[config.mk]
export PLATFORM = sky130hd
export DESIGN_NAME = mem_arbiter
export DESIGN_NICKNAME = d
export VERILOG_FILES = /design/src/rtl/tinyml_mem_pkg.sv /design/src/rtl/rr_arbiter.sv /design/src/rtl/mem_arbiter.sv
export SDC_FILE = /design/constraint.sdc
export NUM_CORES = 1
export LEC_CHECK = 0
export ABC_AREA = 1
export BUFFER_PORTS_ARGS = -buffer_cell sky130_fd_sc_hd__buf_2
export CAP_MARGIN = 10
export CORE_MARGIN = 5
export CORE_UTILIZATION = 35
export DETAILED_ROUTE_END_ITERATION = 8
export MAX_ROUTING_LAYER = met4
export PLACE_DENSITY = 0.89
export SYNTH_ARGS = -nofsm -noshare
export SYNTH_HDL_FRONTEND = slang
export SYNTH_SLANG_ARGS = --single-unit
export TNS_END_PERCENT = 20
[constraint.sdc]
create_clock -name clk -period 1.55 [get_ports clk]
set_input_delay 0.155 -clock clk [delete_from_list [all_inputs] [get_ports clk]]
set_output_delay 0.155 -clock clk [all_outputs]
set_load 0.05 [all_outputs]
[src/rtl/tinyml_mem_pkg.sv]
// Shared defaults and types for the memory arbiter.
// Holds bus width defaults, the requester-id type and the arbiter state enum.
package tinyml_mem_pkg;

  localparam int MEM_NUM_REQ = 4;
  localparam int MEM_ADDR_W  = 24;
  localparam int MEM_DATA_W  = 8;

  typedef logic [$clog2(MEM_NUM_REQ)-1:0] req_id_t;

  typedef enum logic {
    ARB = 1'b0,
    OWN = 1'b1
  } arb_state_e;

endpackage

[src/rtl/rr_arbiter.sv]
// Round-robin picker: searches req starting at (last+1) mod NUM_REQ.
// Ports: req (vector), last (previous owner) -> found, winner (index).
module rr_arbiter #(
  parameter int NUM_REQ = 4
) (
  input  logic [NUM_REQ-1:0]         req,
  input  logic [$clog2(NUM_REQ)-1:0] last,
  output logic                       found,
  output logic [$clog2(NUM_REQ)-1:0] winner
);

  localparam int IW = $clog2(NUM_REQ);

  // Walk from the farthest slot to the nearest so the nearest
  // requester after 'last' is the one left in winner.
  always_comb begin
    found  = 1'b0;
    winner = '0;
    for (int k = NUM_REQ; k >= 1; k--) begin
      if (req[(int'(last) + k) % NUM_REQ]) begin
        found  = 1'b1;
        winner = IW'((int'(last) + k) % NUM_REQ);
      end
    end
  end

endmodule

[src/rtl/mem_arbiter.sv]
// Round-robin read arbiter: one owner at a time streams reads to a
// synchronous memory; responses return one cycle later, tagged.
// Ports: clk, rst_n, req/req_addr in; gnt, rsp_valid, rsp_rdata out;
// mem_en/mem_addr out, mem_rdata in; owner_id, busy status.
// Optional: MEM_ARBITER_MAX_BURST_EN caps beats per ownership.
module mem_arbiter
  import tinyml_mem_pkg::*;
#(
  parameter int NUM_REQ    = MEM_NUM_REQ,
  parameter int ADDR_WIDTH = MEM_ADDR_W,
  parameter int DATA_WIDTH = MEM_DATA_W,
  parameter int MAX_BURST  = 32
) (
  input  logic                          clk,
  input  logic                          rst_n,
  input  logic [NUM_REQ-1:0]            req,
  input  logic [NUM_REQ*ADDR_WIDTH-1:0] req_addr,
  output logic [NUM_REQ-1:0]            gnt,
  output logic [NUM_REQ-1:0]            rsp_valid,
  output logic [DATA_WIDTH-1:0]         rsp_rdata,
  output logic                          mem_en,
  output logic [ADDR_WIDTH-1:0]         mem_addr,
  input  logic [DATA_WIDTH-1:0]         mem_rdata,
  output logic [$clog2(NUM_REQ)-1:0]    owner_id,
  output logic                          busy
);

  localparam int IW = $clog2(NUM_REQ);

  arb_state_e    state_q, state_d;
  logic [IW-1:0] owner_q, owner_d;
  logic [IW-1:0] last_q, last_d;
  logic [IW-1:0] tag_q;
  logic          pend_q;
  logic          found;
  logic [IW-1:0] winner;
  logic          issue;
  logic          burst_last;

  rr_arbiter #(
    .NUM_REQ(NUM_REQ)
  ) u_rr (
    .req   (req),
    .last  (last_q),
    .found (found),
    .winner(winner)
  );

`ifdef MEM_ARBITER_MAX_BURST_EN
  localparam int BW = $clog2(MAX_BURST + 1);
  logic [BW-1:0] burst_q;

  assign burst_last = (burst_q == BW'(MAX_BURST - 1));

  // Cleared while arbitrating, so every ownership starts at zero.
  always_ff @(posedge clk or negedge rst_n) begin
    if (!rst_n) begin
      burst_q <= '0;
    end else if (state_q == ARB) begin
      burst_q <= '0;
    end else if (issue) begin
      burst_q <= burst_q + 1'b1;
    end
  end
`else
  logic unused_max;
  assign unused_max = (MAX_BURST > 0);
  assign burst_last = 1'b0;
`endif

  always_comb begin
    state_d = state_q;
    owner_d = owner_q;
    last_d  = last_q;
    issue   = 1'b0;
    unique case (state_q)
      ARB: begin
        if (found) begin
          state_d = OWN;
          owner_d = winner;
        end
      end
      OWN: begin
        issue = req[owner_q];
        // Release on req drop, or after the last beat of a capped burst.
        if (!issue || burst_last) begin
          state_d = ARB;
          last_d  = owner_q;
          owner_d = '0;
        end
      end
      default: state_d = ARB;
    endcase
  end

  always_ff @(posedge clk or negedge rst_n) begin
    if (!rst_n) begin
      state_q <= ARB;
      owner_q <= '0;
      last_q  <= IW'(NUM_REQ - 1);
      pend_q  <= 1'b0;
      tag_q   <= '0;
    end else begin
      state_q <= state_d;
      owner_q <= owner_d;
      last_q  <= last_d;
      pend_q  <= issue;
      if (issue) begin
        tag_q <= owner_q;
      end
    end
  end

  always_comb begin
    gnt       = '0;
    rsp_valid = '0;
    rsp_rdata = '0;
    mem_addr  = '0;
    if (issue) begin
      gnt[owner_q] = 1'b1;
      mem_addr = req_addr[owner_q*ADDR_WIDTH +: ADDR_WIDTH];
    end
    if (pend_q) begin
      rsp_valid[tag_q] = 1'b1;
      rsp_rdata = mem_rdata;
    end
  end

  assign mem_en   = issue;
  assign owner_id = owner_q;
  assign busy     = (state_q == OWN) || pend_q;

endmodule

==> flow_summary.json <==
{
  "powerDensity_nw_per_um2": 2023,
  "synth_top_family_by_area": "simple AND/OR/NAND/NOR gates",
  "layout_setup_ws_ps": -396.9,
  "grt_max_degree": 26,
  "synth_seq_cells": 8,
  "wl_met1_mm": 2.192,
  "clkPwrFrac": 0.047,
  "clockBufferDepth": 2,
  "synth_area_per_cell_um2": 5.994,
  "antenna_found_initial": 1,
  "cp_num_cells": 9,
  "place_congestion": 0.9312,
  "finalSetupTns_ps": -10850,
  "synth_xor_area_frac": 0,
  "clk_pin_slew_ps": 50,
  "max_stage_delay_ps": 520,
  "detail-route-antenna-nets": 0,
  "drtIter0Drc": 108,
  "slew_violations": 0,
  "synth_top_area_share": 0.2844,
  "grt_pass1_wl_mm": 10.28,
  "grt.overflow.total": 0,
  "top_layer_used": "met4",
  "violations": "negative setup slack",
  "sequentialPowerShare": 0.080,
  "grt_util_all_layers": 0.2510,
  "leakagePower_nw": 1.390,
  "area_delta_synth_final_pct": 107.7,
  "crit_buf_inv": 4,
  "reg2reg_depth": 10,
  "cap_violations": 0,
  "wl_per_cell_um": 15.27,
  "coreArea_um2": 3744,
  "startpoint": "owner_id[0]$_DFFE_PN0P_",
  "pre_cts_slack_ps": -238.1,
  "start_kind": "flip-flop",
  "crit_family": "flip-flops",
  "cts_buffers": 3,
  "synth_fa_ha_area_frac": 0,
  "met3_length_um": 739,
  "slew_headroom": 0.7746,
  "worst_pin_slew_ps": 338.1,
  "slowest_stage": "dfrtp_4",
  "p_sw_mw": 3.505,
  "netlist_area_um2": 1373,
  "synth_edf_count": 0,
  "hold_class": "in -> async",
  "vias_per_cell": 5.175,
  "nNetsFinal": 503,
  "crit_arrival_ps": 1790,
  "cp_max_fo": 16,
  "die_y_um": 72.62,
  "die_x_um": 72.62,
  "dpl.cell_count": 432,
  "synthArstFlopShare": 1.000,
  "synth_flop_cell": "dfrtp_1",
  "syn_inst": 229,
  "portBuffers": 153,
  "internal-power_mw": 2.262,
  "stdcell_count": 441,
  "num_rows": 22,
  "grt_pass1_vias": 2344,
  "drt-pass1-iter-count": 4,
  "num_vias": 2282,
  "whs_ps": 292.1,
  "synthMuxAreaShare": 0,
  "cts-root-buf": "clkbuf_8",
  "power.total_mw": 5.766,
  "drc": 0,
  "rsz0062_at_grt": "true",
  "combPwrFrac": 0.873,
  "end_kind": "primary output",
  "finalSetupViolCount": 31,
  "synth_fp_nets": 339,
  "synth_compound_area_frac": 0.3573,
  "cpMostUsedCell": "nand2_2",
  "yosysTopAreaCell": "nand2_1",
  "period_minus_slack_ps": 1947,
  "ir_worst_vdd_mv": 0.9512,
  "cts.sinks": 8,
  "synth_simple_gate_area_frac": 0.3674,
  "max_freq_mhz": 513.6,
  "finClkSkew_ps": 5.695,
  "final_area_um2": 2850,
  "dpl_cell_area_um2": 2562,
  "fillerInstances": 273,
  "power_switching_share": 0.6078,
  "place_hpwl_mm": 5.417,
  "layout-drive-gt1-share": 0.5561,
  "dieArea_um2": 5274,
  "route.met2.wl_mm": 3.632,
  "yosysWarnings": 0,
  "fin_util": 0.7614,
  "finalHoldViolations": 0,
  "criticalPathCategory": "reg -> out",
  "wl_mm": 6.732,
  "fin_crit_sh": 1.256,
  "rr_startpoint": "owner_id[1]$_DFFE_PN0P_",
  "cp.required_ps": 1390,
  "synthDistinctLibCells": 22,
  "synthTopCellsByArea": "nand2_1 (28%), a31oi_2 (17%), a22oi_1 (13%)",
  "insertion_delay_ps": 230,
  "status": "complete, but fails checks",
  "cts_tree": "yes",
  "ys_seq_area_frac": 0.1477,
  "initial_core_util": 0.3666,
  "cts_max_level": 1,
  "crit_chain": "inv_4 -> nand2_2 -> inv_2 -> nand2_1 -> nand4_1 -> nand2_2 -> buf_12 -> a31oi_4 -> buf_6",
  "io_pins": 154
}
-- registers in the layout, summed over array words and instances (netlist names) --
register  flops
state_q       1
owner_id      2
pend_q        1
last_q        2
tag_q         2
-- synthesized netlist by cell type (2+ instances only) --
cell type / n
a22oi_1: 24
a31oi_1: 6
a31oi_2: 19
buf_2: 2
buf_6: 3
clkbuf_1: 8
dfrtp_1: 6
dfstp_2: 2
inv_1: 23
inv_2: 3
nand2_1: 104
nand3_1: 7
nor2_1: 5
nor3_1: 4
o21ai_0: 5
o21ai_1: 2
-- kinds of logic after synthesis --
| family | count (synthesis) |
|---|---|
| AOI/OAI and AO/OA | 56 |
| buffers and inverters | 40 |
| DFF | 8 |
| and+or+nand+nor | 125 |
-- routing by layer --
layer | track usage | vias up
met1 | 0.2510 | 1035
met3 | 0.04959 | 16
met4 | 0.08402 | 0
li1 | - | 1096
met2 | 0.4790 | 135
met5 | - | -
-- worst paths after layout --
kind	endpoint	slack, ps
worst min register to register	tag_q[0]$_DFFE_PN0P_	570
worst min-delay path	tag_q[0]$_DFFE_PN0P_	290
worst max-delay path	mem_addr[17]	-400
worst max register to register	owner_id[0]$_DFFE_PN0P_	-100
min in group clk	owner_id[1]$_DFFE_PN0P_	420
max in group asynchronous	last_q[1]$_DFFE_PN1P_	1010
-- power groups by stage --
stage | Sequential [mW] | Combinational [mW] | Clock, mW
4_1_cts | 0.456 | 5.00 | 0.275
2_1_floorplan | 0.492 | 3.39 | 0
3_3_place_gp | 0.451 | 4.45 | 0
3_5_place_dp | 0.456 | 4.52 | 0
5_1_grt | 0.475 | 5.29 | 0.290
6_report | 0.462 | 5.03 | 0.272
-- layout by cell type, fill, tap and decap left out, drive strengths merged --
cell / instances
nand4: 1
a22oi: 24
diode: 1
nor3: 5
inv: 24
clkinvlp: 2
nand3: 7
dfrtp: 6
o21ai: 7
nor2: 7
a31oi: 25
buf: 170
dfstp: 2
nand2: 105
clkbuf: 5
dlygate4sd3: 1
clkinv: 1
-- final cells by class --
type / instances / area [um2] / share of cell area
clock buffers: 4 / 45.04 / 0.01580
multi-input cells: 181 / 1265 / 0.4438
diodes: 1 / 2.502 / 0.0008780
flip-flops and latches: 8 / 211.5 / 0.07419
inverters: 27 / 118.9 / 0.04170
repair buffers: 172 / 1147 / 0.4025
well taps: 48 / 60.06 / 0.02107
-- what timing repair did --
action	CTS	global route
gates resized for setup	59	7
pin swaps	2	1
hold buffers	1	0
setup endpoints to repair	31	39
endpoints found under the hold margin	8	0
buffers inserted	3	0
Note: power is estimated with default switching activity, not from simulation.
